$ cat src/rtl/mips_pkg.sv
// Shared constants for the single-cycle MIPS core: IMEM geometry, fetch FSM
// states and the control-flow opcodes.
package mips_pkg;

  localparam logic [31:0] RESET_PC_DEFAULT = 32'h0000_0000;

  localparam int unsigned IMEM_DEPTH = 256;
  localparam int unsigned IMEM_AW    = 8;

  typedef enum logic [1:0] {
    FS_RUN   = 2'd0,
    FS_STALL = 2'd1,
    FS_HALT  = 2'd2
  } fetch_state_e;

  localparam logic [5:0] OP_SPECIAL = 6'h00;
  localparam logic [5:0] OP_J       = 6'h02;
  localparam logic [5:0] OP_BEQ     = 6'h04;
  localparam logic [5:0] FUNCT_JR   = 6'h08;

endpackage

$ cat src/rtl/next_pc_sel.sv
// Next-PC target computation, jr > j > branch > sequential priority select,
// and the out-of-IMEM / misaligned-jr fault check.
module next_pc_sel
  import mips_pkg::*;
(
  input  logic [31:0] pc_plus4_i,
  input  logic        branch_taken_i,
  input  logic [15:0] branch_imm_i,
  input  logic        jump_i,
  input  logic [25:0] jump_index_i,
  input  logic        jump_reg_i,
  input  logic [31:0] jr_target_i,
  output logic [31:0] next_pc_c_o,
  output logic        addr_fault_c_o
);

  localparam int unsigned PC_W    = 32;
  localparam int unsigned BYTE_AW = IMEM_AW + 2;

  logic [PC_W-1:0] br_off;
  logic [PC_W-1:0] br_tgt;
  logic [PC_W-1:0] j_tgt;

  always_comb begin
    br_off = {{14{branch_imm_i[15]}}, branch_imm_i, 2'b00};
    br_tgt = pc_plus4_i + br_off;
    j_tgt  = {pc_plus4_i[31:28], jump_index_i, 2'b00};

    next_pc_c_o = pc_plus4_i;
    if (jump_reg_i) begin
      next_pc_c_o = jr_target_i;
    end else if (jump_i) begin
      next_pc_c_o = j_tgt;
    end else if (branch_taken_i) begin
      next_pc_c_o = br_tgt;
    end

    // Anything above the 256-word window, or a jr to a non-word address.
    addr_fault_c_o = (next_pc_c_o[PC_W-1:BYTE_AW] != '0) ||
                     (jump_reg_i && (jr_target_i[1:0] != 2'b00));
  end

endmodule

$ cat src/rtl/pc_fetch_unit.sv
// PC register, RUN/STALL/HALT fetch FSM, sticky address fault and retire count.
// Optional FETCH_HALT_ON_ZERO_EN: halt after ZERO_RUN consecutive retired zero words.
module pc_fetch_unit
  import mips_pkg::*;
#(
  parameter logic [31:0] RESET_PC = RESET_PC_DEFAULT,
  parameter int unsigned ZERO_RUN = 4
) (
  input  logic        clk,
  input  logic        rst_n,
  input  logic        stall,
  input  logic        branch_taken,
  input  logic [15:0] branch_imm,
  input  logic        jump,
  input  logic [25:0] jump_index,
  input  logic        jump_reg,
  input  logic [31:0] jr_target,
  input  logic [31:0] imem_rd,
  output logic [7:0]  imem_addr,
  output logic [31:0] instr,
  output logic [31:0] pc,
  output logic [31:0] pc_plus4,
  output logic        halted,
  output logic        fault,
  output logic [31:0] retired
);

  localparam int unsigned     PC_W        = 32;
  localparam logic [PC_W-1:0] RETIRED_MAX = '1;

  if (RESET_PC[1:0] != 2'b00 || ZERO_RUN == 0) begin : g_param_check
    $error("pc_fetch_unit: RESET_PC must be word-aligned and ZERO_RUN nonzero");
  end

  fetch_state_e    state_q, state_d;
  logic [PC_W-1:0] pc_q, pc_d;
  logic [PC_W-1:0] retired_q, retired_d;
  logic            fault_q, fault_d;
  logic            halted_q;
  logic [PC_W-1:0] next_pc_c;
  logic            addr_fault_c;

  assign pc        = pc_q;
  assign pc_plus4  = pc_q + 32'd4;
  assign imem_addr = pc_q[IMEM_AW+1:2];
  assign instr     = halted_q ? '0 : imem_rd;
  assign halted    = halted_q;
  assign fault     = fault_q;
  assign retired   = retired_q;

  next_pc_sel u_next_pc_sel (
    .pc_plus4_i     (pc_plus4),
    .branch_taken_i (branch_taken),
    .branch_imm_i   (branch_imm),
    .jump_i         (jump),
    .jump_index_i   (jump_index),
    .jump_reg_i     (jump_reg),
    .jr_target_i    (jr_target),
    .next_pc_c_o    (next_pc_c),
    .addr_fault_c_o (addr_fault_c)
  );

`ifdef FETCH_HALT_ON_ZERO_EN
  logic [PC_W-1:0] zcnt_q, zcnt_d;
`endif

  // Next-state: stall holds everything; a fault freezes the PC and halts.
  always_comb begin
    state_d   = state_q;
    pc_d      = pc_q;
    retired_d = retired_q;
    fault_d   = fault_q;
`ifdef FETCH_HALT_ON_ZERO_EN
    zcnt_d    = zcnt_q;
`endif
    case (state_q)
      FS_RUN, FS_STALL: begin
        if (stall) begin
          state_d = FS_STALL;
        end else if (addr_fault_c) begin
          fault_d = 1'b1;
          state_d = FS_HALT;
        end else begin
          state_d = FS_RUN;
          pc_d    = next_pc_c;
          if (retired_q != RETIRED_MAX) begin
            retired_d = retired_q + 32'd1;
          end
`ifdef FETCH_HALT_ON_ZERO_EN
          if (instr == '0) begin
            zcnt_d = zcnt_q + 32'd1;
            if (zcnt_d >= 32'(ZERO_RUN)) begin
              state_d = FS_HALT;
            end
          end else begin
            zcnt_d = '0;
          end
`endif
        end
      end
      default: state_d = FS_HALT;
    endcase
  end

  always_ff @(posedge clk or negedge rst_n) begin
    if (!rst_n) begin
      state_q   <= FS_RUN;
      pc_q      <= RESET_PC;
      retired_q <= '0;
      fault_q   <= 1'b0;
      halted_q  <= 1'b0;
    end else begin
      state_q   <= state_d;
      pc_q      <= pc_d;
      retired_q <= retired_d;
      fault_q   <= fault_d;
      halted_q  <= (state_d == FS_HALT);
    end
  end

`ifdef FETCH_HALT_ON_ZERO_EN
  always_ff @(posedge clk or negedge rst_n) begin
    if (!rst_n) begin
      zcnt_q <= '0;
    end else begin
      zcnt_q <= zcnt_d;
    end
  end
`endif

endmodule

$ cat config.mk
export PLATFORM = sky130hd
export DESIGN_NAME = pc_fetch_unit
export DESIGN_NICKNAME = d
export VERILOG_FILES = /design/src/rtl/mips_pkg.sv /design/src/rtl/next_pc_sel.sv /design/src/rtl/pc_fetch_unit.sv
export SDC_FILE = /design/constraint.sdc
export NUM_CORES = 1
export LEC_CHECK = 0
export BUFFER_PORTS_ARGS = -buffer_cell sky130_fd_sc_hd__buf_2
export CAP_MARGIN = 10
export CORE_ASPECT_RATIO = 1.75
export CORE_MARGIN = 2
export CORE_UTILIZATION = 51
export DETAILED_ROUTE_END_ITERATION = 12
export HOLD_SLACK_MARGIN = 0.15
export PLACE_DENSITY = 0.82
export SYNTH_ARGS = -nofsm -noshare
export SYNTH_HDL_FRONTEND = slang
export SYNTH_SLANG_ARGS = --single-unit
$ cat constraint.sdc
create_clock -name clk -period 6.9 [get_ports clk]
set_input_delay 1.38 -clock clk [delete_from_list [all_inputs] [get_ports clk]]
set_output_delay 1.38 -clock clk [all_outputs]
set_load 0.01 [all_outputs]
Word-level counts from Yosys, hierarchy flattened
Index checks and enable logic that the tools add are counted.
- bitwise logic cells: 2
- multiplexer cells: 7
- eq/ne operators: 3
- reduce and logical (&&, ||, !) cells: 9
- add/sub/neg operators: 3
- operators with widths (cell ; number):
    two-way mux 32 bit ; 4
    adder 32 x 1 -> 32 bit (second input constant) ; 1
    adder 32 x 3 -> 32 bit (second input constant) ; 1
    adder 32 bit ; 1
    != test 32 bit (second input constant) ; 1
    nonzero test 22 bit ; 1
    two-way mux 2 bit ; 3
    AND reduction 3 bit ; 2
    AND reduction 4 bit ; 1
    equality test 2 x 1 -> 1 bit (second input constant) ; 1
    equality test 2 bit (second input constant) ; 1
    zero test 2 bit ; 1
    inverter 1 bit ; 2
    nonzero test 2 bit ; 1
    OR reduction 2 bit ; 1
    logical AND 1 bit ; 1
    logical OR 1 bit ; 1
- output and inout port bits: 138
- logic and storage cells: 29
- input bits: 112
- register bits after elaboration: 68

Longest topological paths before layout
- depth after elaboration: 11
- depth in mapped cells: 23
- gate-level depth less buffers: 17

By module
Synthesis repeated with hierarchy kept, for this count alone.
- cell total of the unflattened synthesis: 865
- area, all modules: 6533.8 µm²
- by module, submodules not included (module ; cells each ; area each (µm²) ; times used ; sequential area each (µm²)):
    pc_fetch_unit ; 401 ; 3609.7 ; 1 ; 1676.6
    next_pc_sel ; 464 ; 2924.1 ; 1 ; 0.0

Worst setup path before layout
Ideal clock, no wire load.
- kind: reg-to-reg
- from: reg pc_q[4], in the netlist pc[4]
- to: reg retired_q[13], in the netlist retired[13]
- clock period less this slack: 5.170 ns
- data required time: 6.774 ns
- setup time: 0.126 ns
- data arrival time: 5.043 ns
- buffers on the path: 2
- cell stages (with the launch flop): 19
- path slack: 1.730 ns
- path through: dfrtp_1 buf_2 nand3_1 or2_2 clkbuf_1 nor3_1 xor2_1 ha_1 a21oi_1 o21a_1 o22ai_1 o311ai_0 mux2i_1 nand3_1 or4_1 nor4_2 nand3_2 or4_1 xnor2_1
- word-level cells in the longest chain between the ends: 9
- ends and longest elaborated chain (item ; line ; source):
    start: declaration ; pc_fetch_unit.sv:36 ; logic [PC_W-1:0] pc_q, pc_d;
    start signal: assignment ; pc_fetch_unit.sv:114 ; pc_q <= pc_d;
    adder 32 x 3 -> 32 bit * ; pc_fetch_unit.sv:44 ; assign pc_plus4 = pc_q + 32'd4;
    named net pc_plus4[13] ; pc_fetch_unit.sv:22 ; output logic [31:0] pc_plus4,
    adder 32 bit ; next_pc_sel.sv:26 ; br_tgt = pc_plus4_i + br_off;
    two-way mux 32 bit * ; next_pc_sel.sv:34 ; end else if (branch_taken_i) begin
    two-way mux 32 bit * ; next_pc_sel.sv:32 ; end else if (jump_i) begin
    two-way mux 32 bit * ; next_pc_sel.sv:30 ; if (jump_reg_i) begin
    nonzero test 22 bit * ; next_pc_sel.sv:39 ; addr_fault_c_o = (next_pc_c_o[PC_W-1:BYTE_AW] != '0) ||
    logical OR 1 bit * ; next_pc_sel.sv:39 ;
    inverter 1 bit (no source line) * ; -- ;
    AND reduction 4 bit (no source line) * ; -- ;
    end signal: assignment ; pc_fetch_unit.sv:115 ; retired_q <= retired_d;
    end: declaration ; pc_fetch_unit.sv:37 ; logic [PC_W-1:0] retired_q, retired_d;
Mark *: on every way through the listed nets, which the timed path passes. The rest lies on a longest branch.
A chain may end at the register's enable or synchronous reset.

Final worst setup path
- from: reg pc_q[2], in the netlist pc[2]
- to: reg retired_q[25], in the netlist retired[25]
- word-level cells in the longest chain between the ends: 9
- ends and longest elaborated chain (item ; line):
    adder 32 x 3 -> 32 bit * ; pc_fetch_unit.sv:44
    adder 32 bit ; next_pc_sel.sv:26
    two-way mux 32 bit ; next_pc_sel.sv:34
    two-way mux 32 bit * ; next_pc_sel.sv:32
    two-way mux 32 bit * ; next_pc_sel.sv:30
    nonzero test 22 bit * ; next_pc_sel.sv:39
    logical OR 1 bit * ; next_pc_sel.sv:39
    inverter 1 bit (no source line) * ; --
    AND reduction 4 bit (no source line) * ; --
Every way passes the cells marked *; elsewhere a longest branch is shown, timed or not.

==> flow_metrics.py <==
metrics = {
    "status": {
        "status": "finished, final reports clean",
    },
    "detailed_routing": {
        "drtPass1Iterations": 5,
        "drc_errors": 0,
        "via_count": 7870,
        "wirelength_um": 28300,
        "ant_nets": 0,
        "first_iter_violations": 549,
        "viasPerCell": 6.26,
        "wl_per_cell_um": 22.5,
    },
    "timing": {
        "clock_skew_ns": 0.00440,
        "fin_tns_setup_ns": 0,
        "fin_crit_ns": 6.29,
        "slew_violations": 0,
        "tightest_slew_ns": 1.05,
        "fmax_mhz": 159,
        "hold_violations": 0,
        "final.period_utilization": 0.911,
        "relSlewSlack": 0.299,
        "whs_ns": 0.480,
        "setup_viol": 0,
        "rsz0062_at_grt": "false",
    },
    "clock_tree": {
        "clockBufferDepth": 2,
        "postCtsSetupBuffers": 0,
        "ctsResizeCount": 0,
        "cts_tree": "done",
        "h-tree-depth": 3,
        "cts-root-buf": "clkbuf_16",
        "clk_pin_slew_ns": 0.05,
        "cts_inserted_buffers": 9,
        "cts_num_sinks": 67,
        "clk_latency_ns": 0.33,
        "cts-hold-fix-buffers": 0,
    },
    "finish": {
        "synthToLayoutAreaGrowth_pct": 23.4,
        "regArea_mm2": 0.00168,
        "fill_cells": 1213,
        "antenna_cells": 0,
        "final_layout_size_suffix_gt1_frac": 0.295,
        "fin_area_mm2": 0.00844,
        "nets": 1228,
        "multi_input_area_mm2": 0.00484,
    },
    "global_route": {
        "globalRouteOverflowTotal": 0,
        "grt_pass1_wl_um": 42200,
        "grt_pass1_vias": 7543,
        "grt_use_total": 0.380,
        "grt_max_degree": 68,
        "antenna_found_initial": 0,
    },
    "worst_setup_path": {
        "slowest_stage": "o21ai_0",
        "reg2reg_depth": 17,
        "cp_cell_sequence": "ha_1 > and4_1 > nand4_1 > xnor2_1 > ha_1 > nand2_1 > o21ai_0 > nor4_1 > mux2_2 > a2111oi_0 > o2111ai_1 > or4_1 > nor4_2 > nand3_2 > buf_4 > nor4_1 > xnor2_1",
        "cp.required_ns": 7.15,
        "r2r-start": "pc[2]",
        "critical_path.endpoint": "retired[25]",
        "critical_path_cell_count": 17,
        "crit_path_end_kind": "register",
        "max_stage_delay_ns": 0.76,
        "critPathKind": "reg -> reg",
        "worstSetupStartpoint": "pc[2]",
        "r2r_slack_ns": 0.61,
        "r2r_end": "retired[25]",
        "arrival_ns": 6.54,
        "critPathBufInv": 1,
        "critPathTopFamily": "simple AND/OR/NAND/NOR gates",
        "cp_max_fo": 41,
        "worst_setup_path_start_kind": "register",
    },
    "synth": {
        "synth_enable_flop_cells": 0,
        "synth_common_cells": "nand2_1, dfrtp_1, a21oi_1",
        "synthesis.area_mm2": 0.00684,
        "yosysSeqAreaShare": 0.245,
        "yosys_most_used_dff": "dfrtp_1",
        "synth_warnings": 0,
        "yosys-top-cells-area": "dfrtp_1, ha_1, xor2_1",
        "yosysTopAreaCell": "dfrtp_1",
        "synth_nets": 1009,
        "ys_types": 79,
        "yosysMostFrequentCell": "nand2_1",
        "ys_ff_latch": 67,
        "netlist_instances": 859,
        "avgSynthCellArea_um2": 7.97,
        "async_flop_share": 1.00,
        "synth_top_area_frac": 0.245,
    },
    "die": {
        "die_w_um": 91.6,
        "rows": 56,
        "start_util": 0.517,
        "die_area_mm2": 0.0144,
        "die_h_um": 157,
        "core_area_mm2": 0.0132,
        "ios": 250,
    },
    "placement": {
        "place_area_mm2": 0.00813,
        "portBuffers": 249,
        "globalplace.congestion": 1.10,
        "dp.final_hpwl_um": 22700,
    },
    "power_and_ir_drop": {
        "powerDensity_mw_per_mm2": 124,
        "vdd.ir_drop.worst_uv": 247,
        "total_leakage_power_nw": 4.26,
    },
    "hold_path": {
        "worst_hold_path_type": "reg -> reg",
    },
    "run": {
        "cap_violations": 0,
    },
}
[area by class of cell]
type / instances / share of cell area
multi-input combinational: 722 / 0.573
clock inverter: 5 / 0.00919
clock buffer: 11 / 0.0276
tap: 174 / 0.0258
sequential: 67 / 0.199
timing repair buffer: 261 / 0.158
inverter: 17 / 0.00756
[state kept, by name, indices dropped and copies added (netlist names)]
signal / flops
retired: 32
state_q: 1
pc: 32
halted: 1
fault: 1
[worst register-to-register path, delay by kind of cell (launching register included)]
kind | cells | cell delay, ns
AND/OR/NAND/NOR | 8 | 2.52
multiplexers | 1 | 0.34
flip-flops | 1 | 0.44
XOR/XNOR | 2 | 0.54
adder cells (fa/ha/maj) | 2 | 0.61
buffers and inverters | 1 | 0.34
AO/OA/AOI/OAI | 3 | 1.41
[logic make-up (layout without fill, tap and decap cells)]
logic type,after synthesis,after routing,synth area share
AOI/OAI and AO/OA,191,191,0.183
DFF,67,67,0.245
xor gates and xnor gates,69,69,0.0883
buffers and inverters,70,294,0.0483
and+or+nand+nor,410,410,0.343
adders and majority gates,38,38,0.0706
muxes,14,14,0.0210
[worst min path at each step]
stage / slack (ns) / depth (start not counted) / endpoint / from
after global placement: 0.47 / 1 / retired[8] / retired[8]
after global routing: 0.50 / 1 / retired[8] / retired[8]
after detailed placement: 0.47 / 1 / retired[10] / retired[10]
after CTS: 0.48 / 1 / retired[8] / retired[8]
final: 0.48 / 1 / retired[8] / retired[8]
after floorplan: 0.48 / 1 / halted / state_q[1]
[through the flow]
step                      utilization  setup slack, ns  total power [mW]  instances
after floorplan                     -             1.73             0.491        859
after global placement          0.614            0.777             0.573       1241
after detailed placement        0.614            0.763             0.572       1241
after CTS                       0.638            0.803              1.05       1257
after global routing            0.638            0.361              1.08       1257
final                           0.638            0.611              1.05       1257
[cell usage in the layout, fill, tap and decap left out, types with 9 or more instances in the layout]
cell type and instances:
xnor2_1 22, buf_2 249, dfrtp_1 67, and3_1 17, mux2i_1 11, xor2_1 47
nor4_1 14, a21o_1 9, o21ai_0 42, ha_1 37, and2_1 27, nand3_1 44
inv_1 16, nor3_1 26, and4_1 10, nand2b_1 9, nor3_2 17, nand2_1 81
nor2b_1 38, nand4_1 31, a211oi_1 11, buf_4 12, nor2_1 53, clkbuf_16 9
a21oi_1 54
[layer usage]
layer,wire length [um],vias up,global-route usage
met2,14200,430,0.658
li1,-,3601,-
met4,1910,0,0.254
met1,10200,3723,0.429
met5,0,-,0
met3,2020,116,0.0570
[report_power, final]
group          leakage [nW]  switching, mW  internal, mW
logic                  3.22          0.110        0.0681
registers             0.891       0.000403         0.394
clock network         0.150          0.160         0.315
total                  4.26          0.271         0.777
Power figures use the tool's default switching activity.
